<file path="src/rtl/multi_debounce_pkg.sv">
// Shared defaults and the threshold helper for the multi-channel button debouncer.
package multi_debounce_pkg;

  localparam int DEF_CH          = 4;
  localparam int DEF_CNT_W       = 16;
  localparam int DEF_SYNC_STAGES = 2;
  localparam int MAX_CNT_W       = 32;

  // Compare value for a threshold: the counter's value on the last counted cycle, with 0 treated as 1.
  function automatic logic [MAX_CNT_W-1:0] eff_limit(input logic [MAX_CNT_W-1:0] t);
    return (t == '0) ? '0 : t - 1'b1;
  endfunction

endpackage

</file>
<file path="src/rtl/debounce_ch.sv">
// One button channel: synchroniser, debounce counter, long-press counter and edge/hold pulses.
module debounce_ch
  import multi_debounce_pkg::*;
#(
  parameter int CNT_W       = DEF_CNT_W,
  parameter int SYNC_STAGES = DEF_SYNC_STAGES
) (
  input  logic             clk,
  input  logic             rst,
  input  logic             btn,
  input  logic [CNT_W-1:0] thresh,
  input  logic [CNT_W-1:0] hold_thresh,
  output logic             btn_out,
  output logic             rise,
  output logic             fall,
  output logic             hold
);

  logic [SYNC_STAGES-1:0] r_sync;
  logic [CNT_W-1:0]       r_cnt;
  logic [CNT_W-1:0]       r_hcnt;
  logic                   r_btn_out;
  logic                   r_rise;
  logic                   r_fall;
  logic                   r_hold;
  logic                   r_held;

  logic                   w_s;
  logic [CNT_W-1:0]       w_deb_lim;
  logic [CNT_W-1:0]       w_hold_lim;
  logic                   w_deb_hit;
  logic                   w_hold_hit;

  assign w_s        = r_sync[SYNC_STAGES-1];
  assign w_deb_lim  = CNT_W'(eff_limit(MAX_CNT_W'(thresh)));
  assign w_hold_lim = CNT_W'(eff_limit(MAX_CNT_W'(hold_thresh)));
  // >= rather than == so a threshold lowered mid-count still terminates instead of wrapping.
  assign w_deb_hit  = (w_s != r_btn_out) && (r_cnt >= w_deb_lim);
  assign w_hold_hit = r_btn_out && !r_held && (r_hcnt == w_hold_lim);

  always_ff @(posedge clk or negedge rst) begin
    if (!rst) begin
      r_sync    <= '0;
      r_cnt     <= '0;
      r_btn_out <= 1'b0;
      r_rise    <= 1'b0;
      r_fall    <= 1'b0;
    end else begin
      // NOTE: non-blocking so each stage samples its neighbour's pre-edge value.
      r_sync <= {r_sync[SYNC_STAGES-2:0], btn};
      r_rise <= 1'b0;
      r_fall <= 1'b0;
      if (w_s == r_btn_out) begin
        r_cnt <= '0;
      end else if (w_deb_hit) begin
        r_cnt     <= '0;
        r_btn_out <= w_s;
        r_rise    <= w_s;
        r_fall    <= !w_s;
      end else begin
        r_cnt <= r_cnt + 1'b1;
      end
    end
  end

  always_ff @(posedge clk or negedge rst) begin
    if (!rst) begin
      r_hcnt <= '0;
      r_held <= 1'b0;
      r_hold <= 1'b0;
    end else begin
      r_hold <= w_hold_hit;
      if (!r_btn_out) begin
        r_hcnt <= '0;
        r_held <= 1'b0;
      end else begin
        if (r_hcnt != '1) r_hcnt <= r_hcnt + 1'b1;
        if (w_hold_hit)   r_held <= 1'b1;
      end
    end
  end

  assign btn_out = r_btn_out;
  assign rise    = r_rise;
  assign fall    = r_fall;
  assign hold    = r_hold;

endmodule

</file>
<file path="src/rtl/multi_debounce.sv">
// CH independent debounce channels sharing one clock, reset and threshold pair.
module multi_debounce
  import multi_debounce_pkg::*;
#(
  parameter int CH          = DEF_CH,
  parameter int CNT_W       = DEF_CNT_W,
  parameter int SYNC_STAGES = DEF_SYNC_STAGES
) (
  input  logic             clk,
  input  logic             rst,
  input  logic [CH-1:0]    btn,
  input  logic [CNT_W-1:0] thresh,
  input  logic [CNT_W-1:0] hold_thresh,
  output logic [CH-1:0]    btn_out,
  output logic [CH-1:0]    rise,
  output logic [CH-1:0]    fall,
  output logic [CH-1:0]    hold
);

  for (genvar g = 0; g < CH; g++) begin : g_ch
    debounce_ch #(
      .CNT_W       (CNT_W),
      .SYNC_STAGES (SYNC_STAGES)
    ) u_ch (
      .clk         (clk),
      .rst         (rst),
      .btn         (btn[g]),
      .thresh      (thresh),
      .hold_thresh (hold_thresh),
      .btn_out     (btn_out[g]),
      .rise        (rise[g]),
      .fall        (fall[g]),
      .hold        (hold[g])
    );
  end

endmodule

</file>
<file path="config.mk">
export PLATFORM = sky130hd
export DESIGN_NAME = multi_debounce
export DESIGN_NICKNAME = d
export VERILOG_FILES = /design/src/rtl/multi_debounce_pkg.sv /design/src/rtl/debounce_ch.sv /design/src/rtl/multi_debounce.sv
export SDC_FILE = /design/constraint.sdc
export NUM_CORES = 1
export LEC_CHECK = 0
export BUFFER_PORTS_ARGS = -buffer_cell sky130_fd_sc_hd__buf_2
export CAP_MARGIN = 20
export CORE_UTILIZATION = 35
export CTS_CLUSTER_SIZE = 28
export DETAILED_ROUTE_END_ITERATION = 8
export GPL_TIMING_DRIVEN = 0
export MAX_ROUTING_LAYER = met4
export REMOVE_ABC_BUFFERS = 1
export SLEW_MARGIN = 20
export SYNTH_ARGS = -nofsm -noshare
export SYNTH_HDL_FRONTEND = slang
export SYNTH_SLANG_ARGS = --single-unit
</file>
<file path="constraint.sdc">
create_clock -name clk -period 2.97 [get_ports clk]
set_input_delay 0.1485 -clock clk [delete_from_list [all_inputs] [get_ports clk]]
set_output_delay 0.1485 -clock clk [all_outputs]
set_load 0.05 [all_outputs]
</file>
# Yosys cells after proc, flatten, opt, wreduce, memory -nomap -nowiden
# Cells that the tools add are included.
[totals]
reg_bits = 156
in_bits = 38
out_inout_bits = 16
wordCells = 142
[op_classes]
addsub = 10
order_cmp = 4
eq_ne = 24
mux = 42
bitwise = 4
n_reduce_logical = 26
[ops]
columns = ["cell", "count"]
rows = [
  ["2-to-1 mux 16 bit", 18],
  ["adder 16 x 1 -> 16 bit (second input constant)", 8],
  ["== test 16 bit", 4],
  ["greater-or-equal comparator 16 bit", 4],
  ["!= test 16 bit (second input constant)", 4],
  ["zero test 16 bit", 2],
  ["subtractor 16 x 1 -> 16 bit (second input constant)", 2],
  ["2-to-1 mux 1 bit", 24],
  ["!= test 2 bit (second input constant)", 8],
  ["logical AND 1 bit", 12],
  ["zero test 1 bit", 8],
  ["AND reduction 2 bit", 4],
  ["== test 1 bit", 4],
  ["!= test 1 bit", 4],
  ["NOT 1 bit", 4],
]

# Logic depth before layout (Yosys ltp)
# Gate-level depths: netlist of the first run.
[logic_depth]
ltp_word = 6
ltp_mapped = 15
depth_no_buf = 14

# Modules after synthesis
# Synthesis of the first run repeated with hierarchy kept, for this count alone.
[hier_totals]
cells_unflattened = 1501
hier_area_um2 = 12665.9
[by_module_without_submodules]
columns = ["mod", "instances", "cells_each", "area_per_inst_um2", "seq_area_each_um2"]
rows = [
  ["debounce_ch at g_ch[1].u_ch ...", 2, 377, 3163.0, 975.9],
  ["debounce_ch at g_ch[0].u_ch", 1, 372, 3201.8, 975.9],
  ["debounce_ch at g_ch[3].u_ch", 1, 375, 3138.0, 975.9],
]

# Least setup slack after synthesis of the first run
# No wires, ideal clock.
[synth_timing]
kind = "input to register"
start = "in thresh[5]"
end = "reg g_ch[0].u_ch.r_cnt[10]"
setup_time_ns = 0.072
t_arrival_ns = 3.294
required_time_ns = 2.898
path_slack_ns = -0.396
cell_stages = 14
n_path_buf = 2
cell_sequence = "or4_1 nor3_1 nand4b_1 clkbuf_1 nand2_1 ha_1 a21o_1 a21o_1 a21oi_1 o21ai_0 a31o_2 a211o_1 clkbuf_1 nor2_1"
[synth_via]
elab_chain_cells = 6
word_cells_on_any_way = 7
classes_between = "add/sub (1); order compare (1); mux (3); reduce/logical (2)"
[synth_lines]
columns = ["element", "line", "source"]
rows = [
  ["start, declared", "multi_debounce.sv:12", "input logic [CNT_W-1:0] thresh,"],
  ["subtractor 16 x 1 -> 16 bit or zero test 16 bit (tied branches)", "multi_debounce_pkg.sv:11", "return (t == '0) ? '0 : t - 1'b1;"],
  ["2-to-1 mux 16 bit (*)", "multi_debounce_pkg.sv:11", ""],
  ["greater-or-equal comparator 16 bit (*)", "debounce_ch.sv:38", "assign w_deb_hit = (w_s != r_btn_out) && (r_cnt >= w_deb_lim);"],
  ["logical AND 1 bit (*)", "debounce_ch.sv:38", ""],
  ["2-to-1 mux 16 bit (*)", "debounce_ch.sv:55", "end else if (w_deb_hit) begin"],
  ["2-to-1 mux 16 bit (*)", "debounce_ch.sv:53", "if (w_s == r_btn_out) begin"],
  ["end signal, assigned", "debounce_ch.sv:61", "r_cnt <= r_cnt + 1'b1;"],
  ["end, declared", "debounce_ch.sv:20", "logic [CNT_W-1:0] r_cnt;"],
]
# Every way passes the cells marked *; elsewhere a longest branch is shown, timed or not.
# A chain may end at the register's enable or synchronous reset.

# Worst setup path after layout of the first run
[layout_timing]
start = "in thresh[5]"
end = "reg g_ch[3].u_ch.r_btn_out"
[layout_via]
elab_chain_cells = 5
word_cells_on_any_way = 6
classes_between = "add/sub (1); order compare (1); mux (1); reduce/logical (3)"
[layout_lines]
columns = ["element", "line", "source"]
rows = [
  ["subtractor 16 x 1 -> 16 bit or zero test 16 bit (tied branches)", "multi_debounce_pkg.sv:11", ""],
  ["2-to-1 mux 16 bit (*)", "multi_debounce_pkg.sv:11", ""],
  ["greater-or-equal comparator 16 bit (*)", "debounce_ch.sv:38", ""],
  ["logical AND 1 bit (*)", "debounce_ch.sv:38", ""],
  ["AND reduction 2 bit (no source line) (*)", "-", ""],
  ["end signal, assigned", "debounce_ch.sv:57", "r_btn_out <= w_s;"],
  ["end, declared", "debounce_ch.sv:22", "logic r_btn_out;"],
]
# Marks and branches as above.

==> results of run 1 <==
==> how the worst max path moves through the flow <==
stage	from	end	cells past startpoint
global route	thresh[5]	g_ch[3].u_ch.r_cnt[8]	15
CTS	thresh[5]	g_ch[0].u_ch.btn_out	15
detailed placement	thresh[8]	g_ch[0].u_ch.btn_out	13
floorplan	thresh[5]	g_ch[1].u_ch.btn_out	12
global placement	thresh[8]	g_ch[0].u_ch.btn_out	13
finish	thresh[5]	g_ch[3].u_ch.btn_out	15
==> sequential cells by signal (all words and copies together) (netlist names) <==
| name | cells |
|---|---|
| g_ch.u_ch.hold | 4 |
| g_ch.u_ch.rise | 4 |
| g_ch.u_ch.fall | 4 |
| g_ch.u_ch.r_hcnt | 64 |
| g_ch.u_ch.r_held | 4 |
| g_ch.u_ch.btn_out | 4 |
| g_ch.u_ch.r_cnt | 64 |
| g_ch.u_ch.r_sync | 8 |
==> metal layers <==
layer / vias up / part of all wire, % / track usage [%]
li1: 4197 / - / -
met1: 4203 / 46 / 23.4
met2: 211 / 47 / 29.1
met3: 48 / 4.9 / 2.76
met4: 0 / 2.3 / 6.74
met5: - / 0 / -
==> worst register-to-register path: stages, from the launching register on <==
cell	delay, ns
dfrtp_1	0.59
inv_1	0.37
a211o_1	0.32
a21oi_1	0.12
nand4_1	0.09
or4_1	0.58
nor3_2	0.29
==> final cells by class <==
| cell class | count | area [um2] | area share [%] |
|---|---|---|---|
| Tap cell | 384 | 480 | 3.97 |
| Sequential cell | 156 | 3900 | 32.2 |
| Inverter | 29 | 109 | 0.898 |
| Multi-Input combinational cell | 916 | 6490 | 53.6 |
| Clock inverter | 12 | 163 | 1.34 |
| Clock buffer | 19 | 443 | 3.66 |
| Timing Repair Buffer | 81 | 523 | 4.32 |
==> repair_timing <==
action	in CTS	in global routing
endpoints found under the setup margin	79	83
gates resized for setup	38	37
pin swaps	15	13
setup buffers	17	3
hold buffers	5	0
endpoints found under the hold margin	96	0
gates cloned	0	2
==> kinds of logic after synthesis <==
kind of cell / count (synthesis)
flip-flops: 156
XOR/XNOR: 160
buffers and inverters: 84
AND/OR/NAND/NOR: 502
AO/OA/AOI/OAI: 158
multiplexers: 19
adder cells (fa/ha/maj): 75
==> cells in the final DEF (no fill, tap or decap), types with 20 or more instances in the layout <==
cell	instances
a21o_1	21
a21oi_1	30
buf_2	52
dfrtp_1	156
ha_1	72
inv_1	28
nand2_1	76
nand3_1	63
nand4_1	36
nor2_1	172
nor3_1	35
o21ai_0	20
xnor2_1	66
xor2_1	89
==> power by group <==
group,total (uW),switching [uW],internal [uW]
clock network,2310,954,1350
logic,486,305,181
registers,2160,21.7,2140
==> per-stage QoR <==
| stage | area, um2 | TNS (ns) |
|---|---|---|
| 2_1_floorplan | 10200 | -33.76 |
| 6_report | 12100 | 0 |
| 5_1_grt | 12100 | -1.67 |
| 3_5_place_dp | 11000 | -90.72 |
| 4_1_cts | 11900 | -0.0223 |
| 3_3_place_gp | 10900 | -200.27 |
==> metrics.md, run 1 <==
| Metric | Value |
|---|---|
| CTS Sinks | `between 150 and 200` |
| Initial DRC count | `roughly 440` |
| Fraction of registers with async set or reset after synthesis | `100%` |
| Flop2flop setup slack | `0.50 ns` |
| Seq cells post-synth | `156` |
| Cells along the critical path | `buf_2 -> or4_4 -> nor3_4 -> buf_6 -> nand2_2 -> nor3_2 -> xor2_1 -> nand2_2 -> ha_1 -> a21o_1 -> a21oi_1 -> o21ai_0 -> a31o_2 -> a21oi_2 -> mux2_2` |
| Top-area cell type share of the netlist area | `a little under two fifths` |
| Most frequent CP cell | `nand2_2` |
| RSZ-0062 raised after global routing | `true` |
| Remaining Overflow, GRT | `0` |
| CTS tree | `done` |
| Final core utilization | `a little over two fifths` |
| Power per cell area | `slightly above 400 nW/um2` |
| Ports | `54` |
| CP arrival | `3.25 ns` |
| Leak pwr | `~0.0054 uW` |
| Measured slew at the worst slew-check pin | `about 1 ns` |
| Cell taking the most area after synthesis | `dfrtp_1` |
| N_diodes | `0` |
| Fin. max-slew vios | `0` |
| I/O Buffers | `53` |
| Effective utilization at floorplan | `36.0%` |
| RR Startpoint | `g_ch[1].u_ch.btn_out` |
| Clock Path Buffers | `2` |
| Setup WS pre-CTS | `-1.30 ns` |
| Clk_skew | `~0.0099 ns` |
| Routed len/inst | `roughly 17 um` |
| Mapped Cells | `about 1,200` |
| Total track usage | `between 10% and 20%` |
| Die height | `roughly 170 um` |
| Drt pass-1 iters | `6` |
| Worst R2R Path Depth | `6` |
| CTS buffer count | `17` |
| Total Power | `just under 5000 uW` |
| Status | `completed` |
| Worst vdd ir | `roughly 0.39 mV` |
| EDFF count, synth | `0` |
| Yosys warnings | `0` |
| Vias in the first global route | `between 8,000 and 9,000` |
| Max Fclk | `between 0.3 and 0.4 GHz` |
| GPL Wtd Cong | `0.854` |
| Crit-path max FO | `4` |
| Setup CP Type | `input port to register` |
| CP Capture Type | `register` |
| Final Non-Filler Cells | `roughly 1,600` |
| Compound-Gate Fraction of Synth Area | `a little over a tenth` |
| Largest family of logic cells by synthesized area | `simple AND/OR/NAND/NOR gates` |
| Mapped cell area | `about 10,000 um2` |
| Top cells by area, synth | `dfrtp_1 (37%), ha_1 (9.0%), xor2_1 (7.5%)` |
| CP Buf/Inv Count | `2` |
| Die area | `between 30,000 and 40,000 um2` |
| Xor/xnor share of the synthesized area | `between 10 and 15%` |
| FP Rows | `62` |
| Period minus WS final | `just under 3 ns` |
| Synth Area in Adders | `roughly 9.0%` |
| Max_cap viols | `0` |
| Required @ worst endpoint | `3.29 ns` |
| Worst setup SP type | `input port` |
| Prevailing post-synth register cell | `dfrtp_1` |
| Synth unique cells | `69` |
| H-Tree Depth | `4` |
| Final WS setup | `0.0370 ns` |
| Root Driver | `clkbuf_16` |
| Most frequent cells after synthesis | `nor2_1 (176), dfrtp_1 (156), xor2_1 (90)` |
| Most instantiated library cell after synthesis | `nor2_1` |
| Global-route wire length before repair | `between 40,000 and 50,000 um` |
| DRC | `0` |
| Mux cell area share after synthesis | `roughly 1.9%` |
| Largest delay contributor family on the critical path | `simple AND/OR/NAND/NOR gates` |
| Area Overhead vs Synth | `16.0%` |
| HPWL after DPL | `18,200 um` |
| CTS clk-pin slew, worst paths | `0.07 ns` |
| Post-Synth Simple-Gate Area | `between 20% and 30%` |
| Initial antenna violation count | `0` |
| Skew-Pair Late Insertion Delay | `0.43 ns` |
| Final Hold Viols | `0` |
| # placed instances | `between 1,500 and 2,000` |
| Register area share after synthesis | `37.4%` |
| Slew headroom | `between 30 and 40%` |
| Slowest cell delay on critical path | `0.55 ns` |
| Synthesized area per cell | `approximately 9 um2` |
| Min-Delay Path Class | `input port to async pin` |
| Final Setup Violations | `0` |
| Core footprint | `29,000 um2` |
| Via density | `about 5.4` |
| Via Count | `roughly 8,700` |
| Largest net degree at the start of global routing | `94` |
| Final Cycle Share | `a little under 100%` |
| Final wirelength | `about 26,000 um` |
| End of the worst register-to-register path | `g_ch[1].u_ch.hold` |
| Layout cell share with drive strength beyond 1 | `14.8%` |
| Final nets | `about 1,300` |
| CP max stage cell | `or4_4` |
| Filler cells | `around 2,900` |
| Die Width | `around 170 um` |
| Worst hold margin | `around 0.3 ns` |
| Final ANT Viol Nets | `0` |
Note: power is estimated with default switching activity, not from simulation.
==> inputs of run 2 (changes only) <==
--- a/config.mk
+++ b/config.mk
@@ -13,7 +13,6 @@
 export GPL_TIMING_DRIVEN = 0
 export MAX_ROUTING_LAYER = met4
 export REMOVE_ABC_BUFFERS = 1
-export SLEW_MARGIN = 20
 export SYNTH_ARGS = -nofsm -noshare
 export SYNTH_HDL_FRONTEND = slang
 export SYNTH_SLANG_ARGS = --single-unit
==> constraint.sdc (replaced) <==
create_clock -name clk -period 2.97 [get_ports clk]
set_input_delay 0.297 -clock clk [delete_from_list [all_inputs] [get_ports clk]]
set_output_delay 0.297 -clock clk [all_outputs]
set_load 0.05 [all_outputs]
==> run 2 against run 1 <==
Effect of this change: the flow now finishes with violations (setup timing); cell area grew 3.9%; sequential share of layout area decreased by 1.2 points; hold slack improved by 0.032 ns; via count grew 1.4%; largest power group unchanged; critical path depth is 1 higher; count of clock-buffer cells in the layout up 1; power up 1.4%.
==> metrics.md, run 2 (synthesis gave the netlist of run 1 again) <==
| Metric | Value |
|---|---|
| Status | `complete, but fails checks` |
| Failing checks | `setup timing` |
| Net Sw Frac | `25.9% (+0.077 points)` |
| Setup tns final | `-1.95 ns (-1.95 ns)` |
| Routed len/inst | `16.9 um (+2.3%)` |
| Clock power share | `46.5% (about the same)` |
| Final nets | `1,324 (+0.76%)` |
| HPWL after DPL | `18,200 um (-0.11%)` |
| Slew headroom | `22.6% (-9.9 points)` |
| Worst setup SP type | `input port` |
| H-Tree Depth | `4 (unchanged)` |
| Max Fclk | `0.324 GHz (-4.9%)` |
| Fin. max-slew vios | `0 (unchanged)` |
| Die Width | `175 um (unchanged)` |
| CTS clk-pin slew, worst paths | `0.07 ns (about the same)` |
| Period minus WS final | `3.08 ns (+0.150 ns)` |
| Setup CP Type | `input port to register` |
| Leading cell types in the layout, fill and taps excluded | `dfrtp_1 (156), nor2_1 (146), xor2_1 (89)` |
| Crit-path max FO | `4 (unchanged)` |
| Max_cap viols | `0 (unchanged)` |
| Root Driver | `clkbuf_16` |
| Final Setup Violations | `42 (+42)` |
| Initial DRC count | `637 (+44%)` |
| Initial antenna violation count | `0 (unchanged)` |
| Most common cell after layout, fill and taps aside | `dfrtp_1` |
| Total Power | `5030 uW (+1.4%)` |
| Core footprint | `29,000 um2 (unchanged)` |
| Measured slew at the worst slew-check pin | `1.15 ns (+0.141 ns)` |
| Register share of total power | `43.1% (-0.6 points)` |
| Final ANT Viol Nets | `0 (unchanged)` |
| FP Rows | `62 (unchanged)` |
| Worst hold margin | `0.327 ns (+0.0321 ns)` |
| Die area | `30,500 um2 (unchanged)` |
| Remaining Overflow, GRT | `0 (unchanged)` |
| N_diodes | `0 (unchanged)` |
| Final Hold Viols | `0 (unchanged)` |
| Min-Delay Path Class | `input port to async pin` |
| Leak pwr | `0.00546 uW (+1.8%)` |
| Final WS setup | `-0.112 ns (-0.150 ns)` |
| CTS buffer count | `17 (unchanged)` |
| Net Sw Power | `1300 uW (+1.7%)` |
| Clk_skew | `0.0145 ns (+0.00457 ns)` |
| CTS Sinks | `156 (unchanged)` |
| Die height | `175 um (unchanged)` |
| DRC | `0 (unchanged)` |
| Via density | `5.46 (+0.75%)` |
| Total track usage | `18.5% (+0.27 points)` |
| Ports | `54 (unchanged)` |
| CP Capture Type | `register` |
| Global-route wire length before repair | `44,100 um (+1.8%)` |
| Worst vdd ir | `0.391 mV (-0.84%)` |
| RSZ-0062 raised after global routing | `true` |
| Required @ worst endpoint | `3.28 ns (about the same)` |
| CTS tree | `done` |
| Largest net degree at the start of global routing | `117 (+24%)` |
| GPL Wtd Cong | `0.854 (unchanged)` |
| Final Cycle Share | `104% (+5.0 points)` |
| Internal | `3720 uW (+1.3%)` |
| Power per cell area | `399 nW/um2 (-2.4%)` |
| Top Registers | `g_ch.u_ch.r_cnt: 64 flops, g_ch.u_ch.r_hcnt: 64 flops, g_ch.u_ch.r_sync: 8 flops` |
| Effective utilization at floorplan | `36.0% (unchanged)` |
| Clock Path Buffers | `2 (unchanged)` |
| Via Count | `8,784 (+1.4%)` |
| Final wirelength | `27,200 um (+3.0%)` |
| Vias in the first global route | `8,648 (+1.6%)` |
| Skew-Pair Late Insertion Delay | `0.43 ns (about the same)` |
| CP arrival | `3.39 ns (+0.14 ns)` |
| I/O Buffers | `53 (unchanged)` |
| Comb pwr share | `10.4% (+0.6 points)` |
| Drt pass-1 iters | `6 (unchanged)` |
| Area Overhead vs Synth | `20.5%` |
| Layout cell share with drive strength beyond 1 | `19.4% (+4.7 points)` |
## run 2: cell types whose count changed in the layout (fill, tap and decap cells not counted), moves of 3 or more
cell     change
nor2_1      -26
nor2_2      +22
ha_1         -8
ha_4         +8
buf_4        +6
a211o_4      +4
nor2_4       +4
nor3_1       -4
buf_2        -3
buf_6        +3
nor3b_1      -3
## run 2: metrics by stage
step	cells	setup slack (ns)	area, um2	util [%]
5_1_grt	1608	-0.207	12600	43.4
6_report	1608	-0.112	12600	43.4
3_5_place_dp	1538	-1.43	11000	37.8
3_3_place_gp	1536	-1.36	10900	37.6
2_1_floorplan	1099	-0.683	10200	-
4_1_cts	1598	-0.119	12200	41.9
## run 2: final timing paths
kind | endpoint | depth (start not counted) | slack [ns] | from
setup / recovery | g_ch[1].u_ch.btn_out | 16 | -0.11 | thresh[3]
min in group clk | g_ch[3].u_ch.r_sync[1] | 0 | 0.34 | g_ch[3].u_ch.r_sync[0]
hold / removal | g_ch[1].u_ch.r_cnt[1] | 2 | 0.33 | rst
hold reg to reg | g_ch[3].u_ch.r_sync[1] | 0 | 0.34 | g_ch[3].u_ch.r_sync[0]
setup reg to reg | g_ch[2].u_ch.r_hcnt[15] | 7 | 0.30 | g_ch[2].u_ch.r_hcnt[9]
max in group asynchronous | g_ch[2].u_ch.r_hcnt[0] | 3 | 1.75 | rst
## run 2: area by class of cell
type,count,area [um2]
Clock buffer,20,457
Inverter,29,109
Multi-Input combinational cell,918,6850
Sequential cell,156,3900
Timing Repair Buffer,89,632
Tap cell,384,480
Clock inverter,12,158
Fill cell,2817,16400
## run 2: routing by layer
layer | wire (um) | GRT usage [%] | up-vias
met5 | 0 | - | -
met4 | 593 | 5.69 | 0
met3 | 1090 | 2.65 | 38
met2 | 13000 | 29.6 | 195
met1 | 12500 | 24.2 | 4341
li1 | - | - | 4210
## run 2: power by group through the flow
stage | logic [uW] | clock network, uW | registers [uW]
finish | 525 | 2340 | 2170
global route | 579 | 2450 | 2170
CTS | 491 | 2360 | 2160
detailed placement | 434 | 0 | 2210
global placement | 421 | 0 | 2210
floorplan | 244 | 0 | 2200
## run 2: what timing repair did
action,4_1_cts,5_1_grt
gates resized for setup,75,76
endpoints found under the setup margin,83,84
endpoints found under the hold margin,44,0
hold buffers,5,0
pin swaps,40,80
setup buffers,20,10
gates cloned,3,1
## run 2: worst max-delay path, cell delays in order
cell     delay (ns)
buf_8          0.09
or4_4          0.54
nor3_4         0.21
nand2_2        0.14
nor2_2         0.14
xor2_1         0.16
nand2_2        0.13
buf_12         0.16
ha_4           0.21
a21o_1         0.18
a21o_1         0.17
a21oi_2        0.11
o21a_1         0.19
o21ai_4        0.09
a21oi_2        0.24
mux2_4         0.32
